`src/rtl/viterbi_acs_array.sv`:
```
// viterbi_acs_array
// Add-compare-select array for a rate-1/2 Viterbi decoder with constraint
// length K and N = 2^(K-1) trellis states. Each accepted step adds the four
// branch metrics to the stored path metrics. It keeps the survivor into every
// next state and registers the new metrics. It also reports one decision bit
// per state and the index of the best (minimum) metric.
//
// Ports
//   clk            clock
//   rst            asynchronous active-low reset
//   in_valid       branch metrics valid; one trellis step per cycle when high
//   start          qualified by in_valid; metrics restart from {0, INIT_BIAS..}
//   branch_metric  four unsigned metrics indexed by code bits {c0,c1}
//   out_valid      registered in_valid; decision/best_state/state_metric valid
//   decision       survivor bit per next state (1 = predecessor with lsb 1)
//   best_state     index of the minimum new metric, ties to the lowest index
//   state_metric   registered path metrics
//
// Handshake: there is no backpressure. Every cycle with in_valid=1 is one
// trellis step, back-to-back steps are allowed. The results appear on the
// following cycle with out_valid=1. On cycles without in_valid, out_valid
// drops to 0 and all other outputs hold.
module viterbi_acs_array #(
   parameter int K         = 3,
   parameter int G0        = 7,
   parameter int G1        = 5,
   parameter int BM_W      = 4,
   parameter int SM_W      = 7,
   parameter int NORM_MODE = 0,
   parameter int INIT_BIAS = 32
) (
   input  logic                            clk,
   input  logic                            rst,
   input  logic                            in_valid,
   input  logic                            start,
   input  logic [3:0][BM_W-1:0]            branch_metric,
   output logic                            out_valid,
   output logic [(1<<(K-1))-1:0]           decision,
   output logic [K-2:0]                    best_state,
   output logic [(1<<(K-1))-1:0][SM_W-1:0] state_metric
);

   localparam int N = 1 << (K - 1);
   localparam logic [K-1:0]    G0_V   = K'(G0);
   localparam logic [K-1:0]    G1_V   = K'(G1);
   localparam logic [SM_W-1:0] BIAS_V = SM_W'(INIT_BIAS);

   // Metric ordering. NORM_MODE=1 lets metrics wrap, so "a before b" is
   // judged by the sign of the modular difference instead of magnitude.
   function automatic logic precedes(input logic [SM_W-1:0] a,
                                     input logic [SM_W-1:0] b);
      logic [SM_W-1:0] diff;
      diff = a - b;
      if (NORM_MODE == 0) return (a < b);
      else                return diff[SM_W-1];
   endfunction

   // Predecessor of next state ns whose oldest bit is b.
   function automatic logic [K-2:0] pred(input logic [K-2:0] ns, input logic b);
      return {ns[K-3:0], b};
   endfunction

   // The encoder register for the transition pred(ns,b) -> ns is exactly
   // {ns, b}: the new input bit is ns's MSB and the shifted-out bit is b.
   function automatic logic [1:0] branch_idx(input logic [K-2:0] ns, input logic b);
      logic [K-1:0] r;
      r = {ns, b};
      return {^(r & G0_V), ^(r & G1_V)};
   endfunction

   logic [N-1:0][SM_W-1:0] acs_in;
   logic [N-1:0][SM_W-1:0] new_metric;
   logic [N-1:0]           new_decision;
   logic [K-2:0]           new_best;
   logic [SM_W-1:0]        cand0;
   logic [SM_W-1:0]        cand1;
   logic                   all_msb;

   always_comb begin
      acs_in       = state_metric;
      new_metric   = '0;
      new_decision = '0;
      new_best     = '0;
      cand0        = '0;
      cand1        = '0;
      all_msb      = 1'b1;

      // Frame start replaces the stored metrics for this very step.
      if (start) begin
         acs_in[0] = '0;
         for (int s = 1; s < N; s++) acs_in[s] = BIAS_V;
      end

      for (int i = 0; i < N; i++) begin
         cand0 = acs_in[pred((K-1)'(i), 1'b0)]
               + SM_W'(branch_metric[branch_idx((K-1)'(i), 1'b0)]);
         cand1 = acs_in[pred((K-1)'(i), 1'b1)]
               + SM_W'(branch_metric[branch_idx((K-1)'(i), 1'b1)]);
         // Ties keep the even predecessor.
         new_decision[i] = precedes(cand1, cand0);
         new_metric[i]   = new_decision[i] ? cand1 : cand0;
         all_msb         = all_msb & new_metric[i][SM_W-1];
      end

      // Threshold normalisation: subtracting 2^(SM_W-1) from every state
      // preserves all differences and keeps the metrics from overflowing.
      if (NORM_MODE == 0 && all_msb) begin
         for (int i = 0; i < N; i++) new_metric[i][SM_W-1] = 1'b0;
      end

      // Strict compare keeps the lowest index on ties.
      for (int i = 1; i < N; i++) begin
         if (precedes(new_metric[i], new_metric[new_best])) new_best = (K-1)'(i);
      end
   end

   always_ff @(posedge clk or negedge rst) begin
      if (!rst) begin
         out_valid    <= 1'b0;
         decision     <= '0;
         best_state   <= '0;
         state_metric <= '0;
      end else begin
         out_valid <= in_valid;
         if (in_valid) begin
            decision     <= new_decision;
            best_state   <= new_best;
            state_metric <= new_metric;
         end
      end
   end

endmodule

```
`config.mk`:
```
export PLATFORM = sky130hd
export DESIGN_NAME = viterbi_acs_array
export DESIGN_NICKNAME = d
export VERILOG_FILES = /design/src/rtl/viterbi_acs_array.sv
export SDC_FILE = /design/constraint.sdc
export NUM_CORES = 1
export LEC_CHECK = 0
export BUFFER_PORTS_ARGS = -buffer_cell sky130_fd_sc_hd__buf_2
export CAP_MARGIN = 30
export CORE_MARGIN = 10
export CORE_UTILIZATION = 45
export DETAILED_ROUTE_END_ITERATION = 10
export PLACE_DENSITY_LB_ADDON = 0.3
export SYNTH_ARGS = -nofsm -noshare
export SYNTH_HDL_FRONTEND = slang
export SYNTH_SLANG_ARGS = --single-unit
```
`constraint.sdc`:
```
create_clock -name clk -period 8.2 [get_ports clk]
set_clock_uncertainty 0.15 [all_clocks]
set_input_delay 1.64 -clock clk [delete_from_list [all_inputs] [get_ports clk]]
set_output_delay 1.64 -clock clk [all_outputs]
set_load 0.01 [all_outputs]
```
Word-level counts from Yosys, hierarchy flattened
Index checks and enable logic that the tools add are counted.
{"block": "op_classes", "addsub": 8, "magnitude_cmp": 9, "n_mux": 16, "n_bitwise": 3}
{"op": "adder 7 x 4 -> 7 bit", "n": 8}
{"op": "less-than comparator 7 bit", "n": 7}
{"op": "two-way mux 7 bit", "n": 6}
{"op": "binary-select mux 7 bit (select 2 bit)", "n": 2}
{"op": "two-way mux 28 bit", "n": 1}
{"op": "less-than comparator 2 x 3 -> 1 bit (second input constant)", "n": 2}
{"op": "two-way mux 1 bit", "n": 5}
{"op": "two-way mux 2 bit", "n": 2}
{"op": "AND 1 bit", "n": 3}
{"block": "totals", "register_bits": 35, "inputBits": 20, "output_inout_bits": 35, "elab_cells": 43}

Longest topological paths before layout
Gate-level depths: netlist of the first run.
{"block": "logic_depth", "word_depth": 18, "mapped_depth": 43, "mapped_depth_nobuf": 37}

Worst setup path before layout of the first run
No wires, ideal clock.
{"block": "synth_path", "kind": "in2reg", "startpoint": "in start", "endpoint": "reg best_state[0]", "setup_ps": 90, "t_arrival_ps": 9674, "required_time_ps": 7960, "path_slack_ps": -1714, "stages": 40, "n_path_buf": 6, "path_cell_list": "buf_6 > buf_2 > buf_1 > clkbuf_1 > clkbuf_1 > buf_1 > nor2b_1 > ha_1 > o221ai_1 > o21ai_0 > a32o_1 > xor2_1 > inv_1 > ha_1 > o21a_1 > nor2_1 > a21oi_1 > nor2_1 > [4 not listed] > a21oi_1 > o41ai_4 > nor2_8 > mux2_2 > nor2b_1 > inv_1 > ha_1 > nand4_1 > nor2_1 > nor4_1 > a21o_4 > a21oi_1 > ha_1 > a21o_1 > a211o_1 > nor4_1 > o211ai_1 > o2111ai_1"}
{"block": "synth_between", "elab_chain_cells": 18, "elab_cells_between_ends": 34, "classes_between": "8 x add/sub; 7 x order compare; 16 x mux; 3 x bitwise"}
{"element": "start, declared", "line": "35", "source": "input logic start,"}
{"element": "two-way mux 28 bit (*)", "line": "89", "source": "if (start) begin"}
{"element": "adder 7 x 4 -> 7 bit (on tied branches)", "line": "98, 96"}
{"element": "less-than comparator 7 bit", "line": "54", "source": "if (NORM_MODE == 0) return (a < b);"}
{"element": "two-way mux 7 bit", "line": "101", "source": "new_metric[i] = new_decision[i] ? cand1 : cand0;"}
{"element": "AND 1 bit (3 in a row)", "line": "102", "source": "all_msb = all_msb & new_metric[i][SM_W-1];"}
{"element": "two-way mux 1 bit", "line": "107", "source": "if (NORM_MODE == 0 && all_msb) begin"}
{"element": "less-than comparator 7 bit", "line": "54"}
{"element": "two-way mux 1 bit", "line": "113", "source": "if (precedes(new_metric[i], new_metric[new_best])) new_best = (K-1)'(i);"}
{"element": "binary-select mux 7 bit (select 2 bit)", "line": "113"}
{"element": "two-way mux 7 bit (not written as such)", "line": "113"}
{"element": "less-than comparator 7 bit", "line": "54"}
{"element": "two-way mux 2 bit", "line": "113"}
{"element": "binary-select mux 7 bit (select 2 bit)", "line": "113"}
{"element": "two-way mux 7 bit (not written as such)", "line": "113"}
{"element": "less-than comparator 7 bit", "line": "54"}
{"element": "two-way mux 2 bit (*)", "line": "113"}
{"element": "end signal, assigned", "line": "127", "source": "best_state <= new_best;"}
{"element": "end, declared", "line": "39", "source": "output logic [K-2:0] best_state,"}
Mark *: on every way between the ends. The rest lies on a longest branch, timed or not. The select of a mux whose other input is x is not followed.
A chain may end at the register's enable or synchronous reset.

Worst setup path in the final report of the first run
{"block": "layout_path", "startpoint": "in start", "endpoint": "reg best_state[1]"}
Same word-level chain as after synthesis.

==> run metrics, run 1 <==
status=finished, final reports clean; Non-Filler Instances=896; synthesis-stage register bit count=35; endpoints failing setup=0; initial antenna violation count=0; Root Driver=clkbuf_8; Clk Latency, worst-skew pair=310 ps; Clock transition at path regs=70 ps; max_slew headroom=42.5%; Slowest-stage cell, CP=or4_4; H-tree Lvls=2; layout cells sized above 1=33.3%; fin nets=835; max-slew violations=0; Remaining DRCs=0; row cnt=38; die area=15700 um2; fill cell count=965; drt first pass iters=5; Synth Instances=631; Avg Cell Area, Syn=7.90 um2; Final Hold Fails=0; CTS Sinks=35; clk buf depth=2; die width=125 um; post-DP HPWL=12.8 mm; cell count after placement=876; Crit Path Max Fanout=5; Die Span Y=125 um; Synth Net Count=711; largest stage delay on the critical path=540 ps; Final Wtd Congestion=0.947; Final period util=98.4%; Max-cap violations=0; CTS tree=built; total congestion overflow=0; Initial Util=46.0%; startpoint types=primary input; Mapped Area=4980 um2; Area after DPL=6140 um2; CP required=8250 ps; via count=5182; Yosys cell types=78; register area share after synthesis=17.6%; antenna violation net count after detailed routing=0; Arrival @ worst endpoint=8120 ps; FFs w/ async S/R, synth=100%; n_diodes=0; # IOs=55; port bufs=54; Crit Path Class=in -> reg; Least-Margin Pin Slew=862 ps; synth warn=0; first-pass GRT wire length=25.7 mm; Core ar.=10800 um2; Inserted Clock Buffers=5; post-layout min period=8070 ps; RSZ-0062 raised after global routing=yes; Peak Freq=0.124 GHz; commonest register cell after synthesis=dfrtp_1; Min-Delay Path Class=reg -> reg; Vias/cell=5.78; gr usage total=19.3%; vias in the first global route=4960; worst path bufs/invs=6; crit end category=register; largest net degree at the start of global routing=46; EDFF count, synth=0; DRT iter0 DRCs=501; Crit path max-delay family=compound AO/OA/AOI/OAI gates; CTS Hold Buffers Added=0; Routed WL per cell=18.0 um; Post-Route WL=16.1 mm; Design Area, Final=6470 um2; Area Growth Syn to Fin=30.0%
## worst register-to-register path, delay by kind of cell, from the launching register on
kind,cells,cell delay [ps]
AOI/OAI and AO/OA,12,2100
and+or+nand+nor,11,1870
DFF,1,580
adders and majority gates,5,1330
muxes,1,190
buffers and inverters,4,430
xor gates and xnor gates,2,410
## cells in the final DEF (no fill, tap or decap), types with 5 or more instances in the layout
master and count:
o22ai_1 10, a21oi_2 9, o221ai_1 8, ha_4 9, nand2b_1 11, mux2i_1 13
mux2_4 5, a21o_1 13, clkbuf_8 5, o2111ai_1 5, nor2b_1 11, buf_2 53
xor2_1 21, inv_1 38, ha_1 48, nor2_1 60, dfrtp_1 35, nor3_1 6
mux2_2 14, xnor2_1 17, a21oi_1 54, nand2_1 55, o21ai_0 28, nand3_1 9
buf_4 92
## synthesized netlist by cell type, types with 10 or more instances
library cell	count	area, um2
nand2b_1	11	68.8
mux2_2	16	180
o22ai_1	10	62.6
inv_1	39	146
mux2i_1	13	130
o21ai_0	31	155
xnor2_1	19	166
ha_1	60	751
a21oi_1	63	315
nor2_1	63	236
nor2b_1	18	113
nand2_1	58	218
dfrtp_1	35	876
clkbuf_1	16	60.1
a21o_1	13	97.6
xor2_1	22	193
## cell type report
type,count,area [um2],share of cell area [%]
Inverter,40,153,2.36
Sequential cell,35,876,13.5
Timing Repair Buffer,149,1010,15.7
Tap cell,140,175,2.71
Clock inverter,3,43.8,0.676
Clock buffer,5,68.8,1.06
Multi-Input combinational cell,524,4150,64.0
## per-layer routing
metal / wire length (um) / track usage, % / up-vias
met5: 0 / 0 / -
met4: 119 / 2.85 / 0
met3: 822 / 2.53 / 14
met2: 7600 / 31.4 / 159
met1: 7600 / 26.8 / 2491
li1: - / - / 2518
## metrics by stage
stage	hold WS (ps)	TNS (ps)	setup WS, ps	util [%]
2_1_floorplan	369	-986	-501	-
3_3_place_gp	317	-267	-141	56.6
3_5_place_dp	323	-714	-357	56.6
4_1_cts	347	0	8.22	58.0
5_1_grt	375	-411	-211	59.7
6_report	338	0	134	59.7
## kinds of logic (layout without fill, tap and decap cells)
family / count (synthesis) / after routing / synth area share, %
compound gates: 196 / 196 / 27.2
mux: 34 / 34 / 7.81
buf+inv: 72 / 197 / 6.15
fa+ha+maj: 64 / 64 / 15.9
xor+xnor: 42 / 42 / 7.53
flops: 35 / 35 / 17.6
simple gates: 188 / 188 / 17.8
## worst paths after layout
kind / start / to / slack, ps / cells after the start
max: start / best_state[1]$_DFFE_PN0P_ / 130 / 37
max in group asynchronous: rst / state_metric[24]$_DFFE_PN0P_ / 6060 / 1
max reg2reg: state_metric[22]$_DFFE_PN0P_ / best_state[1]$_DFFE_PN0P_ / 1020 / 35
min: decision[1]$_DFFE_PN0P_ / decision[1]$_DFFE_PN0P_ / 340 / 2
min reg2reg: decision[1]$_DFFE_PN0P_ / decision[1]$_DFFE_PN0P_ / 340 / 2
min in group asynchronous: rst / state_metric[17]$_DFFE_PN0P_ / 1290 / 1
## registers in the layout, summed over array words and instances, names as in the netlist
name and flops:
out_valid 1, best_state 2, decision 4, state_metric 28
## repair_timing
item / in CTS / in global routing
setup buffers: 1 / 11
resized for setup: 6 / 26
endpoints found under the hold margin: 0 / 0
pin swaps: 2 / 20
endpoints found under the setup margin: 2 / 2
Power of run 1 is left out: the tool's default activity adds up to more than one toggle a clock period on the data nets, which glitch-free logic cannot reach.
==> inputs of run 2 (changes only) <==
Settings changed: CELL_PAD_IN_SITES_DETAIL_PLACEMENT set to 1, CELL_PAD_IN_SITES_GLOBAL_PLACEMENT set to 2, CORE_UTILIZATION 45 to 36.
==> run metrics, run 2 (synthesis results as in run 1) <==
status=finished, final reports clean; H-tree Lvls=2 (unchanged); total congestion overflow=0 (unchanged); layout cells sized above 1=35.2% (+1.9 points); DRT iter0 DRCs=435 (-13%); Arrival @ worst endpoint=8200 ps (+80 ps); Clk Latency, worst-skew pair=290 ps (-20 ps); die area=18900 um2 (+21%); Peak Freq=0.123 GHz (-1.1%); met2 usage=33.4% (+2.0 points); Least-Margin Pin Slew=916 ps (+54.2 ps); Initial Util=37.2% (-8.8 points); max-slew violations=0 (unchanged); GRT met3 Usage=2.51% (-0.022 points); port bufs=54 (unchanged); n_diodes=0 (unchanged); crit end category=register; CTS Sinks=35 (unchanged); largest net degree at the start of global routing=46 (unchanged); CP required=8250 ps (about the same); worst path bufs/invs=6 (unchanged); Most Frequent Cell on Critical Path=ha_4; Clock transition at path regs=60 ps (about the same); initial antenna violation count=0 (unchanged); CTS Hold Buffers Added=0 (unchanged); Crit Path Max Fanout=5 (unchanged); max FFs per register=28 (unchanged); Remaining DRCs=0 (unchanged); Largest regs=state_metric x28, decision x4, best_state x2; drt first pass iters=5 (unchanged); Final Wtd Congestion=0.898 (-5.1%); Reg2Reg Setup Slack=970 ps (-50 ps); row cnt=42 (+11%); most frequent cells in the layout=107 x buf_4, 59 x nor2_1, 57 x nand2_1, 54 x buf_2, 52 x a21oi_1; Min-Delay Path Class=reg -> reg; Root Driver=clkbuf_16; post-DP HPWL=15.4 mm (+20%); via count=5303 (+2.3%); Area Growth Syn to Fin=34.5%; RSZ-0062 raised after global routing=yes; Die Span Y=138 um (+9.9%); busiest layer in global routing=met2; gr usage total=20.2% (+0.97 points); WHS=341 ps (+3.15 ps); vias in the first global route=5576 (+12%); clk buf depth=2 (unchanged); post-layout min period=8150 ps (+86.4 ps); Inserted Clock Buffers=5 (unchanged); most common cell after layout, fill and taps aside=buf_4; post-route setup slack=47.5 ps (-86.4 ps); Max-cap violations=0 (unchanged); fin nets=849 (+1.7%); largest stage delay on the critical path=430 ps (-110 ps); Biggest register=state_metric; first-pass GRT wire length=30.5 mm (+19%); Final period util=99.4% (+1.1 points); CTS tree=built; startpoint types=primary input; # IOs=55 (unchanged); Routed WL per cell=20.4 um (+13%); dpl ws=-455 ps (-98.2 ps); max_slew headroom=38.9% (-3.6 points); met1 Usage GRT=27.9% (+1.1 points); final core occ=50.0% (-9.7 points); Crit path max-delay family=simple AND/OR/NAND/NOR gates; Slowest-stage cell, CP=or4_4; Crit Path Class=in -> reg; antenna violation net count after detailed routing=0 (unchanged); setup TNS=0 ps (unchanged); Final Hold Fails=0 (unchanged); Core ar.=13400 um2 (+24%); Vias/cell=5.61 (-3.1%); die width=138 um (+9.9%); Post-Route WL=19.3 mm (+20%); endpoints failing setup=0 (unchanged)
-- run 2: changes by cell type in the layout (fill, tap and decap cells not counted), sizes merged --
| cell | delta |
|---|---|
| inv | +1 |
| buf | +14 |
| clkbuf | +1 |
| clkinv | -2 |
-- run 2: path summary, 6_finish.rpt --
path                                                   start                           to  cells after the start
worst max-delay path                                   start    best_state[1]$_DFFE_PN0P_                     36
worst min-delay path                 decision[1]$_DFFE_PN0P_      decision[1]$_DFFE_PN0P_                      2
worst max register to register  state_metric[15]$_DFFE_PN0P_    best_state[1]$_DFFE_PN0P_                     35
worst min register to register       decision[1]$_DFFE_PN0P_      decision[1]$_DFFE_PN0P_                      2
max in group asynchronous                                rst  state_metric[8]$_DFFE_PN0P_                      1
min in group asynchronous                                rst      decision[0]$_DFFE_PN0P_                      1
-- run 2: through the flow --
stage                     std cells  instance area [um2]
after floorplan                 631                 5270
final                           946                 6700
after global routing            946                 6700
after global placement          921                 6240
after detailed placement        921                 6240
after CTS                       935                 6510
-- run 2: final cells by class --
cell class                      instances  area (um2)
Multi-Input combinational cell        524        4180
Tap cell                              176         220
Timing Repair Buffer                  163        1100
Fill cell                            1650        6700
Sequential cell                        35         876
Clock inverter                          2        38.8
Inverter                               40         153
Clock buffer                            6         139
-- run 2: worst min-delay path, cell delays in order (launching register included) --
cell and delay (ps):
dfrtp_1 340, nand2_1 50, o21ai_0 60
-- run 2: per-layer routing --
layer / share of wire, % / vias to the layer above
met5: 0 / -
met4: 1.1 / 0
met3: 3.5 / 18
met2: 47 / 93
met1: 48 / 2649
li1: - / 2543
-- run 2: repair_timing --
| item | CTS | global route |
|---|---|---|
| endpoints found under the setup margin | 2 | 2 |
| cloned | 0 | 0 |
| pin swaps | 7 | 15 |
| gates resized for setup | 12 | 21 |
| buffers inserted | 6 | 12 |
Power of run 2 is left out for the same reason.
